===== config.mk =====
export PLATFORM = sky130hd
export DESIGN_NAME = stim_sequencer
export DESIGN_NICKNAME = d
export VERILOG_FILES = /design/src/rtl/stim_seq_pkg.sv /design/src/rtl/stim_misr.sv /design/src/rtl/stim_sequencer.sv
export SDC_FILE = /design/constraint.sdc
export NUM_CORES = 2
export LEC_CHECK = 0
export CAP_MARGIN = 20
export CORE_MARGIN = 4
export CORE_UTILIZATION = 42
export CTS_CLUSTER_DIAMETER = 100
export DETAILED_ROUTE_END_ITERATION = 10
export GPL_TIMING_DRIVEN = 0
export PLACE_DENSITY = 0.57
export SLEW_MARGIN = 20
export SYNTH_ARGS = -nofsm -noshare
export SYNTH_HDL_FRONTEND = slang
export SYNTH_SLANG_ARGS = --single-unit

===== constraint.sdc =====
create_clock -name clk -period 14.2 [get_ports clk]
set_input_delay 2.84 -clock clk [delete_from_list [all_inputs] [get_ports clk]]
set_output_delay 2.84 -clock clk [all_outputs]
set_load 0.03 [all_outputs]

===== src/rtl/stim_seq_pkg.sv =====
// Shared widths, MISR constants and FSM state type for the stimulus sequencer.
package stim_seq_pkg;

    localparam int unsigned IN_W  = 64;
    localparam int unsigned OUT_W = 474;
    localparam int unsigned SIG_W = 32;

    localparam logic [SIG_W-1:0] MISR_POLY = 32'h04C1_1DB7;
    localparam logic [SIG_W-1:0] MISR_SEED = 32'hFFFF_FFFF;

    typedef enum logic [1:0] {
        StIdle    = 2'd0,
        StSettle  = 2'd1,
        StCapture = 2'd2,
        StDone    = 2'd3
    } seq_state_t;

endpackage


===== src/rtl/stim_misr.sv =====
// Multiple-input signature register: folds a wide sample into SIG_W bits and
// shifts it into a CRC-32 polynomial register.
module stim_misr
    import stim_seq_pkg::*;
(
    input  logic             clk,
    input  logic             rst_n,
    input  logic             clear,
    input  logic             en,
    input  logic [OUT_W-1:0] data,
    output logic [SIG_W-1:0] sig
);

    localparam int unsigned FOLD_N = (OUT_W + SIG_W - 1) / SIG_W;
    localparam int unsigned PAD_W  = FOLD_N * SIG_W;

    logic [PAD_W-1:0] padded;
    logic [SIG_W-1:0] fold;
    logic [SIG_W-1:0] sig_d;

    // Zero-pad the sample to a whole number of slices, XOR them, then shift.
    always_comb begin
        padded = PAD_W'(data);
        fold   = '0;
        for (int unsigned i = 0; i < FOLD_N; i++) begin
            fold = fold ^ padded[i*SIG_W +: SIG_W];
        end
        sig_d = {sig[SIG_W-2:0], 1'b0} ^ (sig[SIG_W-1] ? MISR_POLY : '0) ^ fold;
    end

    // Signature register; clear has priority over an update.
    always_ff @(posedge clk) begin
        if (!rst_n) begin
            sig <= MISR_SEED;
        end else if (clear) begin
            sig <= MISR_SEED;
        end else if (en) begin
            sig <= sig_d;
        end
    end

endmodule


===== src/rtl/stim_sequencer.sv =====
// Cycle-exact stimulus sequencer: replays stored vectors into the datapath,
// samples its output after a programmable settle time and compresses the
// samples into a signature compared against a golden value.
module stim_sequencer
    import stim_seq_pkg::*;
#(
    parameter int unsigned DEPTH = 32
) (
    input  logic             clk,
    input  logic             rst_n,
    input  logic             wr_en,
    input  logic [4:0]       wr_addr,
    input  logic [IN_W-1:0]  wr_data,
    input  logic             start,
    input  logic [5:0]       num_vec,
    input  logic [3:0]       settle,
    input  logic [SIG_W-1:0] golden,
    input  logic [OUT_W-1:0] dut_y,
    output logic [IN_W-1:0]  dut_in,
    output logic             busy,
    output logic             cap_valid,
    output logic [4:0]       cap_idx,
    output logic [SIG_W-1:0] signature,
    output logic             done,
    output logic             pass
);

    logic [IN_W-1:0] mem [DEPTH];

    seq_state_t state;
    logic [4:0] idx;
    logic [4:0] idx_nxt;
    logic [5:0] n_q;
    logic [3:0] s_q;
    logic [3:0] cnt;
    logic       start_ok;
    logic       last_vec;
    logic       misr_en;

    // A start is only honoured from idle with a non-empty run.
    always_comb begin
        start_ok = (state == StIdle) && start && (num_vec != 6'd0);
        idx_nxt  = idx + 5'd1;
        last_vec = ({1'b0, idx} == (n_q - 6'd1));
        misr_en  = (state == StCapture);
    end

    // Vector store: not reset, and frozen while a run is reading it.
    always_ff @(posedge clk) begin
        if (wr_en && !busy) begin
            mem[wr_addr] <= wr_data;
        end
    end

    // Run control FSM with registered outputs.
    always_ff @(posedge clk) begin
        if (!rst_n) begin
            state     <= StIdle;
            dut_in    <= '0;
            busy      <= 1'b0;
            cap_valid <= 1'b0;
            cap_idx   <= '0;
            done      <= 1'b0;
            pass      <= 1'b0;
            idx       <= '0;
            n_q       <= '0;
            s_q       <= '0;
            cnt       <= '0;
        end else begin
            cap_valid <= 1'b0;
            done      <= 1'b0;
            case (state)
                StIdle: begin
                    if (start_ok) begin
                        n_q    <= num_vec;
                        s_q    <= settle;
                        cnt    <= settle;
                        idx    <= '0;
                        dut_in <= mem[0];
                        pass   <= 1'b0;
                        busy   <= 1'b1;
                        state  <= (settle == 4'd0) ? StCapture : StSettle;
                    end
                end
                StSettle: begin
                    cnt <= cnt - 4'd1;
                    if (cnt == 4'd1) begin
                        state <= StCapture;
                    end
                end
                StCapture: begin
                    cap_valid <= 1'b1;
                    cap_idx   <= idx;
                    if (last_vec) begin
                        busy  <= 1'b0;
                        done  <= 1'b1;
                        state <= StDone;
                    end else begin
                        idx    <= idx_nxt;
                        dut_in <= mem[idx_nxt];
                        cnt    <= s_q;
                        state  <= (s_q == 4'd0) ? StCapture : StSettle;
                    end
                end
                StDone: begin
                    pass  <= (signature == golden);
                    state <= StIdle;
                end
                default: state <= StIdle;
            endcase
        end
    end

    stim_misr u_misr (
        .clk   (clk),
        .rst_n (rst_n),
        .clear (start_ok),
        .en    (misr_en),
        .data  (dut_y),
        .sig   (signature)
    );

endmodule


# Yosys cells after proc, flatten, opt, wreduce, memory -nomap -nowiden
# Memories as Yosys holds them, arrays and structs flattened.
# Cells that the tools add are included.
# Widths: inputs -> output; s select.
dict set report word_totals {
  reg_bits 126
  ram_bits 2048
  inputBits 589
  out_inout_bits 105
  word_cells 87
  mem_count 1
}
dict set report op_classes {
  add_sub_neg 3
  n_eq_ne 10
  n_mux 25
  bitwise_logic 17
  n_reduce_logical 19
}
# memory words word_bits rd rd_clocked_by_memory_dff wr line
set mem_list {}
lappend mem_list {mem 32 64 2 0 1 stim_sequencer.sv:28} ;# logic [IN_W-1:0] mem [DEPTH];
# op n
set ops {}
lappend ops {{$xor 32x32->32} 15}
lappend ops {{$mux 64} 2}
lappend ops {{$pmux 64 s2} 1}
lappend ops {{$eq 32x32->1} 1}
lappend ops {{$xor 32x26->32} 1}
lappend ops {{$mux 27} 1}
lappend ops {{$pmux 4 s3} 1}
lappend ops {{$mux 2} 5}
lappend ops {{$mux 5} 2}
lappend ops {{$pmux 5 s2} 1}
lappend ops {{$reduce_and 3->1} 3}
lappend ops {{$logic_not 4->1} 2}
lappend ops {{$mux 4} 2}
lappend ops {{$ne 2x2->1 const B} 4}
lappend ops {{$pmux 2 s4} 1}
lappend ops {{$reduce_and 2->1} 4}
lappend ops {{$mux 1} 7}
lappend ops {{$eq 5x6->1} 1}
lappend ops {{$reduce_bool 6->1} 1}
lappend ops {{$sub 6x1->6 const B} 1}
lappend ops {{$add 5x1->5 const B} 1}
lappend ops {{$eq 2x2->1 const B} 2}
lappend ops {{$eq 4x1->1 const B} 1}
lappend ops {{$pmux 1 s2} 2}
lappend ops {{9 further kinds} 12}

# Longest topological paths before layout
dict set report logic_depth {
  ltp_word 15
  ltp_mapped 11
  mapped_depth_nobuf 8
}

# Cells and area by module
# A second synthesis with hierarchy kept.
dict set report unflattened {
  cells_unflattened 4389
  hier_area_um2 87725.4
}
# mod n_inst cells_each area_each_um2 seq_area_each_um2
set by_module_without_submodules {}
lappend by_module_without_submodules {stim_sequencer 1 3804 82236.4 63380.8}
lappend by_module_without_submodules {stim_misr 1 585 5489.0 640.6}

# Least setup slack after synthesis
# No wires, ideal clock.
dict set report synth_path {
  path_kind {input -> register}
  startpoint {input port wr_en}
  endpoint {memory mem[13][0], enable pin}
  setup_ns 0.486
  arrival_time_ns 6.236
  t_required_ns 13.714
  path_slack_ns 7.478
  path_stages 4
  n_path_buf 1
  path_cell_list {nand2_1 -> or3b_2 -> clkbuf_1 -> nor2_1}
}
dict set report synth_between {
  elab_chain_cells 3
}
# item line
set synth_lines {}
lappend synth_lines {{from (decl)} stim_sequencer.sv:11} ;# input logic wr_en,
lappend synth_lines {{$logic_and 1x1->1} stim_sequencer.sv:50} ;# if (wr_en && !busy) begin
lappend synth_lines {{$mux 1} stim_sequencer.sv:50}
lappend synth_lines {{$mux 1 (not written as such)} stim_sequencer.sv:51} ;# mem[wr_addr] <= wr_data;
lappend synth_lines {{to (decl)} stim_sequencer.sv:28}
# No other way between the ends.

# Final worst setup path
dict set report layout_path {
  startpoint {input port wr_addr[1]}
  endpoint {memory mem[7][40], enable pin}
}
# item line
set layout_rtl {}
lappend layout_rtl {{from (decl)} stim_sequencer.sv:12} ;# input logic [4:0] wr_addr,
# Straight into the memory's write port.

==> run_results.csv <==
group,metric,value,unit
status,status,"complete, no violations",
critical_path,path_cells,"clkdlybuf4s50_1, nand4_1, nor2_4, buf_12, buf_16",
logic_synthesis,synthTopCellsByCount,"2048 x edfxtp_1, 559 x nand2_1, 480 x mux4_2, 434 x xnor2_1, 301 x a21oi_1",
critical_path,path_delay_family,"simple AND/OR/NAND/NOR gates",
global_routing,grt_pass1_vias,50160,
sta,period_minus_slack,5.363,ns
sta,rsz0062_at_grt,"no",
clock_network,post_cts_buffers,0,
critical_path,end_kind,"flop",
final_layout,fin_nets,6497,
place,dp_cells,8467,
critical_path,startpoint_type,"primary input",
pwr,power.density,153.6,nW/um^2
die,io_pins,694,
detailed_routing,drc,0,
die,core-area,207300,um^2
sta,period_share,37.77,%
clock_network,cts_hold_buf,0,
min_path,hold_path_class,"reg2reg",
logic_synthesis,yosys-top-cells-area,"edfxtp_1 70%, mux4_2 12%, xnor2_1 4.3%",
clock_network,cts_max_path_buffers,3,
logic_synthesis,yosys_warnings,0,
critical_path,path_depth,5,
global_routing,grt_pass1_wl,401.4,mm
critical_path,crit_fanout,18,
clock_network,clock_sinks,2174,
die,fp.dieW,464.6,um
die,initial_core_util,42.24,%
clock_network,clkLatencyLatePin,0.86,ns
pwr,total_power,16.60,mW
clock_network,htreeDepth,4,
sta,fmax,186.5,MHz
clock_network,cts_buffers,218,
critical_path,critPathKind,"in2reg",
detailed_routing,wire_per_inst,32.90,um
critical_path,reg2regPathDepth,9,
critical_path,crit_arrival,5.91,ns
critical_path,cpPeakStageDelay,0.98,ns
logic_synthesis,syn-instance-count,4854,
global_routing,grt-ovfl-total,0,
die,die_h,464.6,um
sta,hold_violations,0,
critical_path,critical_path_buf_inv_count,3,
job,cap_violations,0,
critical_path,endpoint,"mem[7][40]",
sta,setup_viol,0,
logic_synthesis,synth-edff-count,2048,
logic_synthesis,synthDistinctLibCells,47,
clock_network,clock-root-buffer,"clkbuf_16",
die,num_rows,167,
global_routing,antenna_found_initial,64,
place,pre_cts_ws,8.015,ns
clock_network,cts_resized,0,
logic_synthesis,ys_ff_latch,2174,
logic_synthesis,netlist_area,87560,um^2
critical_path,slowest_stage,"nor2_4",
detailed_routing,avgViaCountPerCell,5.589,
final_layout,area_growth,23.45,%
logic_synthesis,syn-num-nets,5451,
detailed_routing,vias,49740,
critical_path,required,14.75,ns
critical_path,crit_start,"wr_addr[1]",
logic_synthesis,synth_area_leader_cell,"edfxtp_1",
sta,relSlewSlack,22.78,%
detailed_routing,ant_nets,0,
pwr,leakage,33.79,nW
final_layout,drive_gt1_share,17.83,%
critical_path,ff2ff_setup_slack,9.85,ns
critical_path,r2r_end,"dut_in[45]",
final_layout,final_cells,8898,
detailed_routing,drt_wl_total,292.8,mm
detailed_routing,drtIter0Drc,5056,
critical_path,r2r_start,"idx[1]",
logic_synthesis,yosys.area.top_type_share,70.24,%
place,gp_congestion,0.9109,
sta,tns,0,ns
logic_synthesis,synth.yosys.seq_area_share,73.12,%
logic_synthesis,async_flop_share,0,%
die,die_area,215800,um^2
clock_network,clkTransAtPathRegs,0.07,ns
logic_synthesis,yosys.cell_count.top_type,"edfxtp_1",
place,io_buffers,693,
sta,maxSlewViolCount,0,
sta,fin_ws,8.837,ns
logic_synthesis,avgSynthCellArea,18.04,um^2
pwr,peakVddDrop,0.0001147,V
clock_network,cts_tree,"yes",
logic_synthesis,synthFlopType,"edfxtp_1",
global_routing,grt_max_degree,33,
place,hpwlAfterDp,215.6,mm
sta,whs,0.4758,ns
sta,fin_worst_skew,0.03634,ns
sta,max_slew.worst_pin.slew,1.149,ns
detailed_routing,dr.pass1.iters,6,
global_routing,grt_use_total,26.80,%
-- tightest hold or removal path, delay by kind of cell (launching register included) --
kind               cells  cell delay, ns
DFF                    1            0.31
AOI/OAI and AO/OA      1            0.07
and+or+nand+nor        1            0.05
-- cell type report --
| type | instances | area, um^2 |
|---|---|---|
| multi-input cells | 2414 | 22630 |
| clock inverters | 117 | 999.7 |
| repair buffers | 826 | 9816 |
| inverters | 10 | 37.54 |
| diodes | 24 | 60.06 |
| well taps | 2788 | 3488 |
| flip-flops and latches | 2174 | 64020 |
| clock buffers | 289 | 5874 |
| fillers | 16880 | 99190 |
| plain buffers | 256 | 1157 |
-- through the flow --
stage	area [um^2]	utilization, %
after floorplan	87560	-
after global placement	97980	47.27
after detailed placement	101300	48.89
after CTS	108200	52.20
after global routing	108100	52.13
final	108100	52.14
-- layout by cell type (no fill, tap or decap), types with 32 or more instances in the layout --
cell type           n
nand2_1           558
xnor2_1           434
nor2_4             32
o21ai_0            57
mux4_2            480
clkdlybuf4s50_1   653
a31oi_1            87
buf_2             101
clkinv_1           50
nor2_1             54
clkbuf_1          202
mux2i_1            50
buf_12             67
xor2_1             99
dfxtp_1           126
a21oi_1           301
clkbuf_16         220
edfxtp_1         2048
nor3_1             60
clkinv_2           33
buf_16             60
o21ai_1            46
-- state kept, by name (all words and copies together) (netlist names) --
signal / flops
busy: 1
cap_idx: 5
cap_valid: 1
cnt: 4
done: 1
dut_in: 64
idx: 5
mem: 2048
n_q: 6
pass: 1
s_q: 4
state: 2
u_misr.sig: 32
-- worst min path at each step --
stage	startpoint	to	slack, ns	depth (start not counted)
floorplan	cnt[1]	cnt[1]	0.46	2
global placement	pass	pass	0.46	2
CTS	pass	pass	0.47	2
finish	pass	pass	0.48	2
global route	n_q[1]	n_q[1]	0.53	2
detailed placement	pass	pass	0.47	2
-- routing by layer --
metal / global-route usage [%] / vias to the layer above / share of wire, %
li1: - / 21180 / -
met1: 33.10 / 25860 / 37
met2: 46.84 / 2182 / 51
met3: 5.344 / 478 / 7.2
met4: 9.669 / 34 / 3.8
met5: 0 / - / 0.078
-- where the power goes --
group	leakage, nW	total (mW)	internal [mW]	switching (mW)
Clock	3.36	5.57	3.14	2.43
Sequential	19.5	7.38	7.18	0.203
Combinational	11.0	3.66	1.56	2.10
-- cells by family (layout without fill, tap and decap cells) --
kind of cell	count (synthesis)	count (layout)	share of synthesized area, %
other	0	24	0
and+or+nand+nor	788	788	3.695
xor gates and xnor gates	533	533	5.332
DFF	2174	2174	73.12
muxes	530	530	12.92
adders and majority gates	8	8	0.1143
AOI/OAI and AO/OA	555	555	3.494
buffers and inverters	266	1498	1.326
Note: power is estimated with default switching activity, not from simulation.
